`src/rtl/imem_loader_if.sv`:
```
// Byte-stream input and instruction-memory write port of the boot image loader.
// The loader sits on the slave side; whatever feeds bytes and watches the writes uses master.
interface imem_loader_if;
  logic        rx_valid;
  logic [7:0]  rx_data;
  logic        rx_ready;
  logic        imem_we;
  logic [15:0] imem_addr;
  logic [15:0] imem_wdata;
  logic        core_reset;
  logic        load_done;
  logic        err;

  modport master (
    output rx_valid, rx_data,
    input  rx_ready, imem_we, imem_addr, imem_wdata, core_reset, load_done, err
  );

  modport slave (
    input  rx_valid, rx_data,
    output rx_ready, imem_we, imem_addr, imem_wdata, core_reset, load_done, err
  );
endinterface

```
`src/rtl/imem_loader.sv`:
```
// Boot loader: parses a counted big-endian word image from a byte stream, writes it into
// instruction memory and releases the core only when the trailing XOR checksum matches.
//
// state   | meaning
// CNT_HI  | waiting for the high byte of the word count
// CNT_LO  | waiting for the low byte of the word count
// DATA_HI | waiting for the high byte of the next word
// DATA_LO | waiting for the low byte of the next word
// WRITE   | one-cycle write strobe to instruction memory
// CHK     | waiting for the checksum byte
// DONE    | image accepted, core released (terminal)
// ERR     | image rejected (terminal)
module imem_loader #(
  parameter int DEPTH = 256
) (
  input  logic         clk,
  input  logic         reset,
  imem_loader_if.slave bus
);

  localparam int             IW      = $clog2(DEPTH) + 1;
  localparam logic [16:0]    DEPTH_W = 17'(DEPTH);

  typedef enum logic [2:0] {
    CNT_HI, CNT_LO, DATA_HI, DATA_LO, WRITE, CHK, DONE, ERR
  } state_e;

  state_e        state_q;
  logic [IW-1:0] idx_q;
  logic [15:0]   n_q;
  logic [7:0]    hi_q;
  logic [7:0]    xor_q;
  logic          we_q;
  logic [15:0]   addr_q;
  logic [15:0]   wdata_q;
  logic          done_q;
  logic          err_q;
  logic          core_reset_q;

  logic          accept;
  logic [15:0]   n_d;
  logic [15:0]   idx_ext;
  logic [16:0]   idx_inc;

  // Ready is a pure state decode so it is available the first cycle after reset releases.
  assign bus.rx_ready = ~reset & (state_q inside {CNT_HI, CNT_LO, DATA_HI, DATA_LO, CHK});
  assign accept       = bus.rx_valid & bus.rx_ready;
  assign n_d          = {hi_q, bus.rx_data};
  assign idx_ext      = 16'(idx_q);
  assign idx_inc      = {1'b0, idx_ext} + 17'd1;

  assign bus.imem_we    = we_q;
  assign bus.imem_addr  = addr_q;
  assign bus.imem_wdata = wdata_q;
  assign bus.core_reset = core_reset_q;
  assign bus.load_done  = done_q;
  assign bus.err        = err_q;

  always_ff @(posedge clk or posedge reset) begin
    if (reset) begin
      state_q      <= CNT_HI;
      idx_q        <= '0;
      n_q          <= '0;
      hi_q         <= '0;
      xor_q        <= '0;
      we_q         <= 1'b0;
      addr_q       <= '0;
      wdata_q      <= '0;
      done_q       <= 1'b0;
      err_q        <= 1'b0;
      core_reset_q <= 1'b1;
    end else begin
      we_q <= 1'b0;
      case (state_q)
        CNT_HI: begin
          if (accept) begin
            hi_q    <= bus.rx_data;
            xor_q   <= xor_q ^ bus.rx_data;
            state_q <= CNT_LO;
          end
        end
        CNT_LO: begin
          if (accept) begin
            n_q   <= n_d;
            xor_q <= xor_q ^ bus.rx_data;
            if (n_d == 16'd0) begin
              state_q <= CHK;
            end else if ({1'b0, n_d} > DEPTH_W) begin
              state_q <= ERR;
              err_q   <= 1'b1;
            end else begin
              state_q <= DATA_HI;
            end
          end
        end
        DATA_HI: begin
          if (accept) begin
            hi_q    <= bus.rx_data;
            xor_q   <= xor_q ^ bus.rx_data;
            state_q <= DATA_LO;
          end
        end
        DATA_LO: begin
          // Address and data are loaded together with the strobe so they stay valid afterwards.
          if (accept) begin
            xor_q   <= xor_q ^ bus.rx_data;
            we_q    <= 1'b1;
            addr_q  <= {idx_ext[14:0], 1'b0};
            wdata_q <= {hi_q, bus.rx_data};
            state_q <= WRITE;
          end
        end
        WRITE: begin
          idx_q   <= idx_q + IW'(1);
          state_q <= (idx_inc == {1'b0, n_q}) ? CHK : DATA_HI;
        end
        CHK: begin
          if (accept) begin
            if (bus.rx_data == xor_q) begin
              state_q      <= DONE;
              done_q       <= 1'b1;
              core_reset_q <= 1'b0;
            end else begin
              state_q <= ERR;
              err_q   <= 1'b1;
            end
          end
        end
        DONE: ;
        ERR:  ;
        default: state_q <= ERR;
      endcase
    end
  end

endmodule

```
`src/flat_wrapper.sv`:
```
// flat-port wrapper written by rule: the top's interface ports become plain ports
module imem_loader_flat 
#(
  parameter int DEPTH = 256
)
  (clk, reset, bus_rx_valid, bus_rx_data, bus_rx_ready, bus_imem_we, bus_imem_addr, bus_imem_wdata, bus_core_reset, bus_load_done, bus_err);
  imem_loader_if bus_i ();
  input  logic clk;
  input  logic reset;
  input wire logic [$bits(bus_i.rx_valid)-1:0] bus_rx_valid;
  input wire logic [$bits(bus_i.rx_data)-1:0] bus_rx_data;
  output wire logic [$bits(bus_i.rx_ready)-1:0] bus_rx_ready;
  output wire logic [$bits(bus_i.imem_we)-1:0] bus_imem_we;
  output wire logic [$bits(bus_i.imem_addr)-1:0] bus_imem_addr;
  output wire logic [$bits(bus_i.imem_wdata)-1:0] bus_imem_wdata;
  output wire logic [$bits(bus_i.core_reset)-1:0] bus_core_reset;
  output wire logic [$bits(bus_i.load_done)-1:0] bus_load_done;
  output wire logic [$bits(bus_i.err)-1:0] bus_err;
  assign bus_i.rx_valid = bus_rx_valid;
  assign bus_i.rx_data = bus_rx_data;
  assign bus_rx_ready = bus_i.rx_ready;
  assign bus_imem_we = bus_i.imem_we;
  assign bus_imem_addr = bus_i.imem_addr;
  assign bus_imem_wdata = bus_i.imem_wdata;
  assign bus_core_reset = bus_i.core_reset;
  assign bus_load_done = bus_i.load_done;
  assign bus_err = bus_i.err;
  imem_loader #(.DEPTH(DEPTH)) u_core (.clk(clk), .reset(reset), .bus(bus_i));
endmodule
```
`config.mk`:
```
export PLATFORM = sky130hd
export DESIGN_NAME = imem_loader_flat
export DESIGN_NICKNAME = d
export VERILOG_FILES = /design/src/rtl/imem_loader_if.sv /design/src/rtl/imem_loader.sv /design/src/flat_wrapper.sv
export SDC_FILE = /design/constraint.sdc
export NUM_CORES = 1
export LEC_CHECK = 0
export ABC_AREA = 0
export CORE_MARGIN = 2
export CORE_UTILIZATION = 40
export DETAILED_ROUTE_END_ITERATION = 10
export GPL_ROUTABILITY_DRIVEN = 0
export GPL_TIMING_DRIVEN = 0
export SLEW_MARGIN = 40
export SYNTH_ARGS = -nofsm -noshare
export SYNTH_HDL_FRONTEND = slang
export SYNTH_SLANG_ARGS = --single-unit
```
`constraint.sdc`:
```
create_clock -name clk -period 3.4 [get_ports clk]
set_input_delay 0.85 -clock clk [delete_from_list [all_inputs] [get_ports clk]]
set_output_delay 0.85 -clock clk [all_outputs]
set_load 0.01 [all_outputs]
```
== Yosys cells after proc, flatten, opt, wreduce, memory -nomap -nowiden ==
Index checks and enable logic that the tools add are counted.
W data, S select, Z words.
Storage, ports and cells
  bits in registers: 73
  input port bits: 11
  output and inout bits: 37
  word-level logic and storage cells: 65
Cells by class
  $add $sub $neg: 2
  $lt $le $gt $ge: 1
  equality and inequality tests: 15
  mux-type cells: 18
  bitwise operators: 4
  reductions and logical operators: 14
Operator list (number)
  $mux W3: 8
  $pmux W3 S6: 1
  $eq A17 B16 Y1: 1
  $gt A16 B9 Y1 const B: 1
  $logic_not A16 Y1: 1
  $reduce_and A6 Y1: 2
  $add A9 B1 Y10 const B: 1
  $ne A2 B1 Y1 const B: 5
  $add A9 B1 Y9 const B: 1
  $eq A8 B8 Y1: 1
  $mux W1: 8
  $reduce_and A2 Y1: 4
  $xor A8 B8 Y8: 1
  $eq A3 B2 Y1 const B: 2
  $eq A3 B3 Y1 const B: 2
  $ne A2 B2 Y1 const B: 3
  $reduce_bool A6 Y1: 1
  $reduce_bool A5 Y1: 1
  $reduce_or A4 Y1: 1
  $eq A3 B1 Y1 const B: 1
  $logic_not A3 Y1: 1
  $reduce_and A3 Y1: 1
  $and A1 B1 Y1: 2
  $pmux W1 S2: 1
  3 further kinds: 3

== Longest topological paths before layout ==
Gate-level depths: netlist of the first run.
  word-level depth: 6
  mapped depth: 8
  depth with buffers taken out: 7

== Least setup slack after synthesis of the first run ==
Ideal clock, no wire load.
  kind: input to register
  from: in reset
  to: reg u_core.n_q[0]
  arrival time: 4.063 ns
  path slack: -0.787 ns
  stages: 6
  path buffers: 1
  path through: inv_1 > nand2_1 > nor2_1 > nand2_1 > clkbuf_1 > mux2_2
On the way
  longest elaborated chain between the ends: 4
RTL lines
  from (decl): line flat_wrapper.sv:9  | input logic reset;
  $not A1 Y1: line imem_loader.sv:46  | assign bus.rx_ready = ~reset & (state_q inside {CNT_HI, CNT_LO, DATA_HI, DATA_LO, CHK});
  $and A1 B1 Y1: line imem_loader.sv:46
  $and A1 B1 Y1: line imem_loader.sv:47  | assign accept = bus.rx_valid & bus.rx_ready;
  $reduce_and A2 Y1 (no source line)
  to (signal assigned): line imem_loader.sv:84  | n_q <= n_d;
  to (decl): line imem_loader.sv:30  | logic [15:0] n_q;
No other way between the ends.
A chain may end at the register's enable or synchronous reset.

== Worst setup path in the final report of the first run ==
  from: in reset
  to: reg u_core.wdata_q[15], in the netlist u_core.bus.imem_wdata[15]
On the way
  longest elaborated chain between the ends: 4
RTL lines
  $not A1 Y1: line imem_loader.sv:46
  $and A1 B1 Y1: line imem_loader.sv:46
  $and A1 B1 Y1: line imem_loader.sv:47
  $reduce_and A2 Y1 (no source line)
  to (signal assigned): line imem_loader.sv:109  | wdata_q <= {hi_q, bus.rx_data};
  to (decl): line imem_loader.sv:35  | logic [15:0] wdata_q;
No other way between the ends.

==> out/qor.txt, run 1 <==
CTS Buf Count: 9
Die H: 95.7 µm
Synth warnings: 0
Mean Syn Cell Area: 12.3 µm²
Layout cells sized above 1: 28.2%
Xor/xnor cell area share of the yosys netlist: 9.63%
PD cells: 748 nW/µm²
Ys async rst share: 100%
IO Pins: 48
Worst Path Required: 3.64 ns
Commonest cells post-synth: dfrtp_1 (72), mux2_2 (50), xnor2_1 (25), nand2_1 (20)
Setup_tns: 0 ns
Count leader, synth: dfrtp_1
Synth Area in Adders: 0.372%
WHS: 0.481 ns
Placed instance count: 427
Drt pass-1 iters: 4
Setup crit end kind: flop
Final WL: 6820 µm
EDFF count, synth: 0
Critical Path AT: 3.15 ns
Final setup violation count: 0
WP buf/inv: 5
Final Non-Filler Cells: 446
Simple-Gate Fraction of Synth Area: 11.3%
Top cell type's share of synthesized area: 53.6%
Max capacitance violation total: 0
Number of synthesized register bits: 73
Worst clock skew: 0.00803 ns
Vias in the first global route: 2296
WS Path Type: input pin to flop
First-pass GRT wire length: 11500 µm
Avg Vias per Cell: 5.15
Hold WC Path Type: flop to flop
Cts hold-fix bufs: 0
Unrepaired setup endpoints after global routing: no
Fin. Hold Viols: 0
Leakage: 1.87 nW
Synth area leader: dfrtp_1
Fmax: 343 MHz
Met3 wire len: 307 µm
Diode count: 0
# clock sinks: 73
Largest net degree at the start of global routing: 23
Chip width: 95.7 µm
Clk root buf: clkbuf_8
Worst-margin pin slew: 0.794 ns
WL met1: 3290 µm
Critical path's slowest cell: clkdlybuf4s50_1
Insertion delay to the later sink of the worst-skew pair: 0.35 ns
Fin util: 52.3%
Critical-path maximum fanout: 19
CP startpoint kind: input pin
Synth Cell Area: 3360 µm²
Post-synthesis mux area share: 16.7%
Initial core utilization: 41.2%
DRC violations left: 0
DP Wirelength: 4900 µm
Post-route ant nets: 0
DR WL met2: 3090 µm
Final #Nets: 348
Post-Syn Instances: 273
Area grow syn2layout: 27.2%
Sequential fraction of the synthesis area: 54.3%
Row cnt: 33
Worst-path cell chain: clkdlybuf4s50_1 > clkinvlp_4 > buf_16 > buf_16 > nand2_4 > nor4_4 > buf_2 > mux2_2
Max Slew Vio Count: 0
Largest stage delay on the critical path: 0.46 ns
Run status: finished, final reports clean
Vias: 2299
Htree depth: 3
Worst vdd ir: 397 µV
Compound-cell area share of the yosys netlist: 3.83%
Clock tree buffer depth: 2
Tot GR Track Use: 16.7%
Iteration-0 DRC Markers: 91
Die area: 9160 µm²
Total grt overflow: 0
Pwr Total: 3.20 mW
Dominant combinational cell family by area after synthesis: multiplexers
Synth Flop Type: dfrtp_1
Post-layout min period: 2.91 ns
Synth area leaders: dfrtp_1 (54%), mux2_2 (17%), xnor2_1 (6.5%)
Port bufs: 40
Slew margin rel.: 46.7%
Most used cell, CP: buf_16
# fillers: 776
CP delay by family, top: buffers and inverters
Crit share post-route: 85.6%
Avg WL per Cell: 15.3 µm
Core footprint: 8180 µm²
CTS clk-pin slew, worst paths: 0.07 ns
Initial antenna violation count: 0
Highest routed layer: met4
TritonCTS clock tree: built
Distinct cells, synth: 38
==> timing repair <==
action	4_1_cts	5_1_grt
setup endpoints to repair	10	24
resized for setup	2	1
buffers inserted	0	3
hold endpoints to repair	0	0
==> through the flow <==
stage               cell area, µm²  worst slack, ns
finish                        4280            0.489
global route                  4280            0.275
CTS                           4250           0.0668
detailed placement            4030           -0.654
global placement              3930            -1.40
floorplan                     3400          0.00495
==> kinds of logic after synthesis <==
| kind of cell | Yosys count |
|---|---|
| buf+inv | 22 |
| mux | 50 |
| other cells | 1 |
| fa+ha+maj | 1 |
| xor+xnor | 37 |
| simple gates | 69 |
| flops | 73 |
| compound gates | 20 |
==> registers in the layout, summed over array words and instances (netlist names) <==
signal                 flops
u_core.idx_q               9
u_core.bus.core_reset      1
u_core.bus.imem_we         1
u_core.xor_q               8
u_core.state_q             3
u_core.hi_q                8
u_core.bus.imem_wdata     16
u_core.n_q                16
u_core.bus.err             1
u_core.bus.imem_addr       9
u_core.bus.load_done       1
==> report_power, final <==
| part | internal [mW] | switching [mW] |
|---|---|---|
| Combinational | 0.616 | 0.420 |
| Sequential | 1.17 | 0.243 |
| Clock | 0.435 | 0.317 |
| Total | 2.22 | 0.980 |
==> cells in the final DEF (no fill, tap or decap), types with 2 or more instances in the layout <==
master	synthesis	final
clkdlybuf4s50_1	0	40
nand2_1	20	19
clkbuf_8	0	10
nor2b_1	2	2
a211oi_1	2	2
mux2_2	50	50
buf_4	9	12
or2_2	2	2
nor4_1	2	2
dfrtp_1	72	72
nor2_1	12	11
xor2_1	12	12
bufinv_16	0	2
nor3_1	7	6
nor2_4	1	2
or4_1	4	4
buf_2	6	6
clkbuf_1	2	3
nor3b_1	3	3
xnor2_1	25	25
clkinvlp_4	0	2
nand3_1	5	5
nand4_1	5	5
inv_1	5	4
a21oi_1	8	8
buf_16	0	3
conb_1	1	7
o21ai_0	3	3
==> layer usage <==
layer  global-route usage, %  vias up
met5                       0        -
li1                        -     1067
met3                    3.13       16
met4                    7.74        0
met2                    25.0       70
met1                    23.4     1146
==> final timing paths <==
kind	slack (ns)	start	cells past startpoint	end
worst min register to register	0.48	u_core.bus.err	1	u_core.bus.err
worst min-delay path	0.48	u_core.bus.err	1	u_core.bus.err
worst max register to register	0.91	u_core.idx_q[1]	8	u_core.state_q[1]
worst max-delay path	0.49	reset	8	u_core.bus.imem_wdata[15]
max in group asynchronous	2.12	reset	4	u_core.bus.imem_wdata[0]
min in group asynchronous	0.92	reset	3	u_core.bus.imem_wdata[12]
==> cell type report <==
| type | instances | area (µm²) | area share [%] |
|---|---|---|---|
| flip-flops and latches | 73 | 1830 | 42.7 |
| multi-input cells | 184 | 1460 | 34.2 |
| repair buffers | 46 | 505 | 11.8 |
| clock buffers | 12 | 145 | 3.39 |
| well taps | 105 | 131 | 3.07 |
| plain buffers | 17 | 106 | 2.49 |
| clock inverters | 4 | 76.3 | 1.78 |
| inverters | 5 | 22.5 | 0.526 |
No activity file was read; power rests on OpenSTA's default activity.
==> inputs of run 2 (changes only) <==
==> constraint.sdc (replaced) <==
create_clock -name clk -period 3.4 [get_ports clk]
set_input_delay 0.85 -clock clk [delete_from_list [all_inputs] [get_ports clk]]
set_output_delay 0.85 -clock clk [all_outputs]
set_load 0.005 [all_outputs]
==> results of run 2 <==
The final DEF is identical to that of run 1. Status: finished, final reports clean.
Among the figures that moved: total power 3.20 mW -> 3.15 mW; worst IR drop on VDD 397 µV -> 380 µV
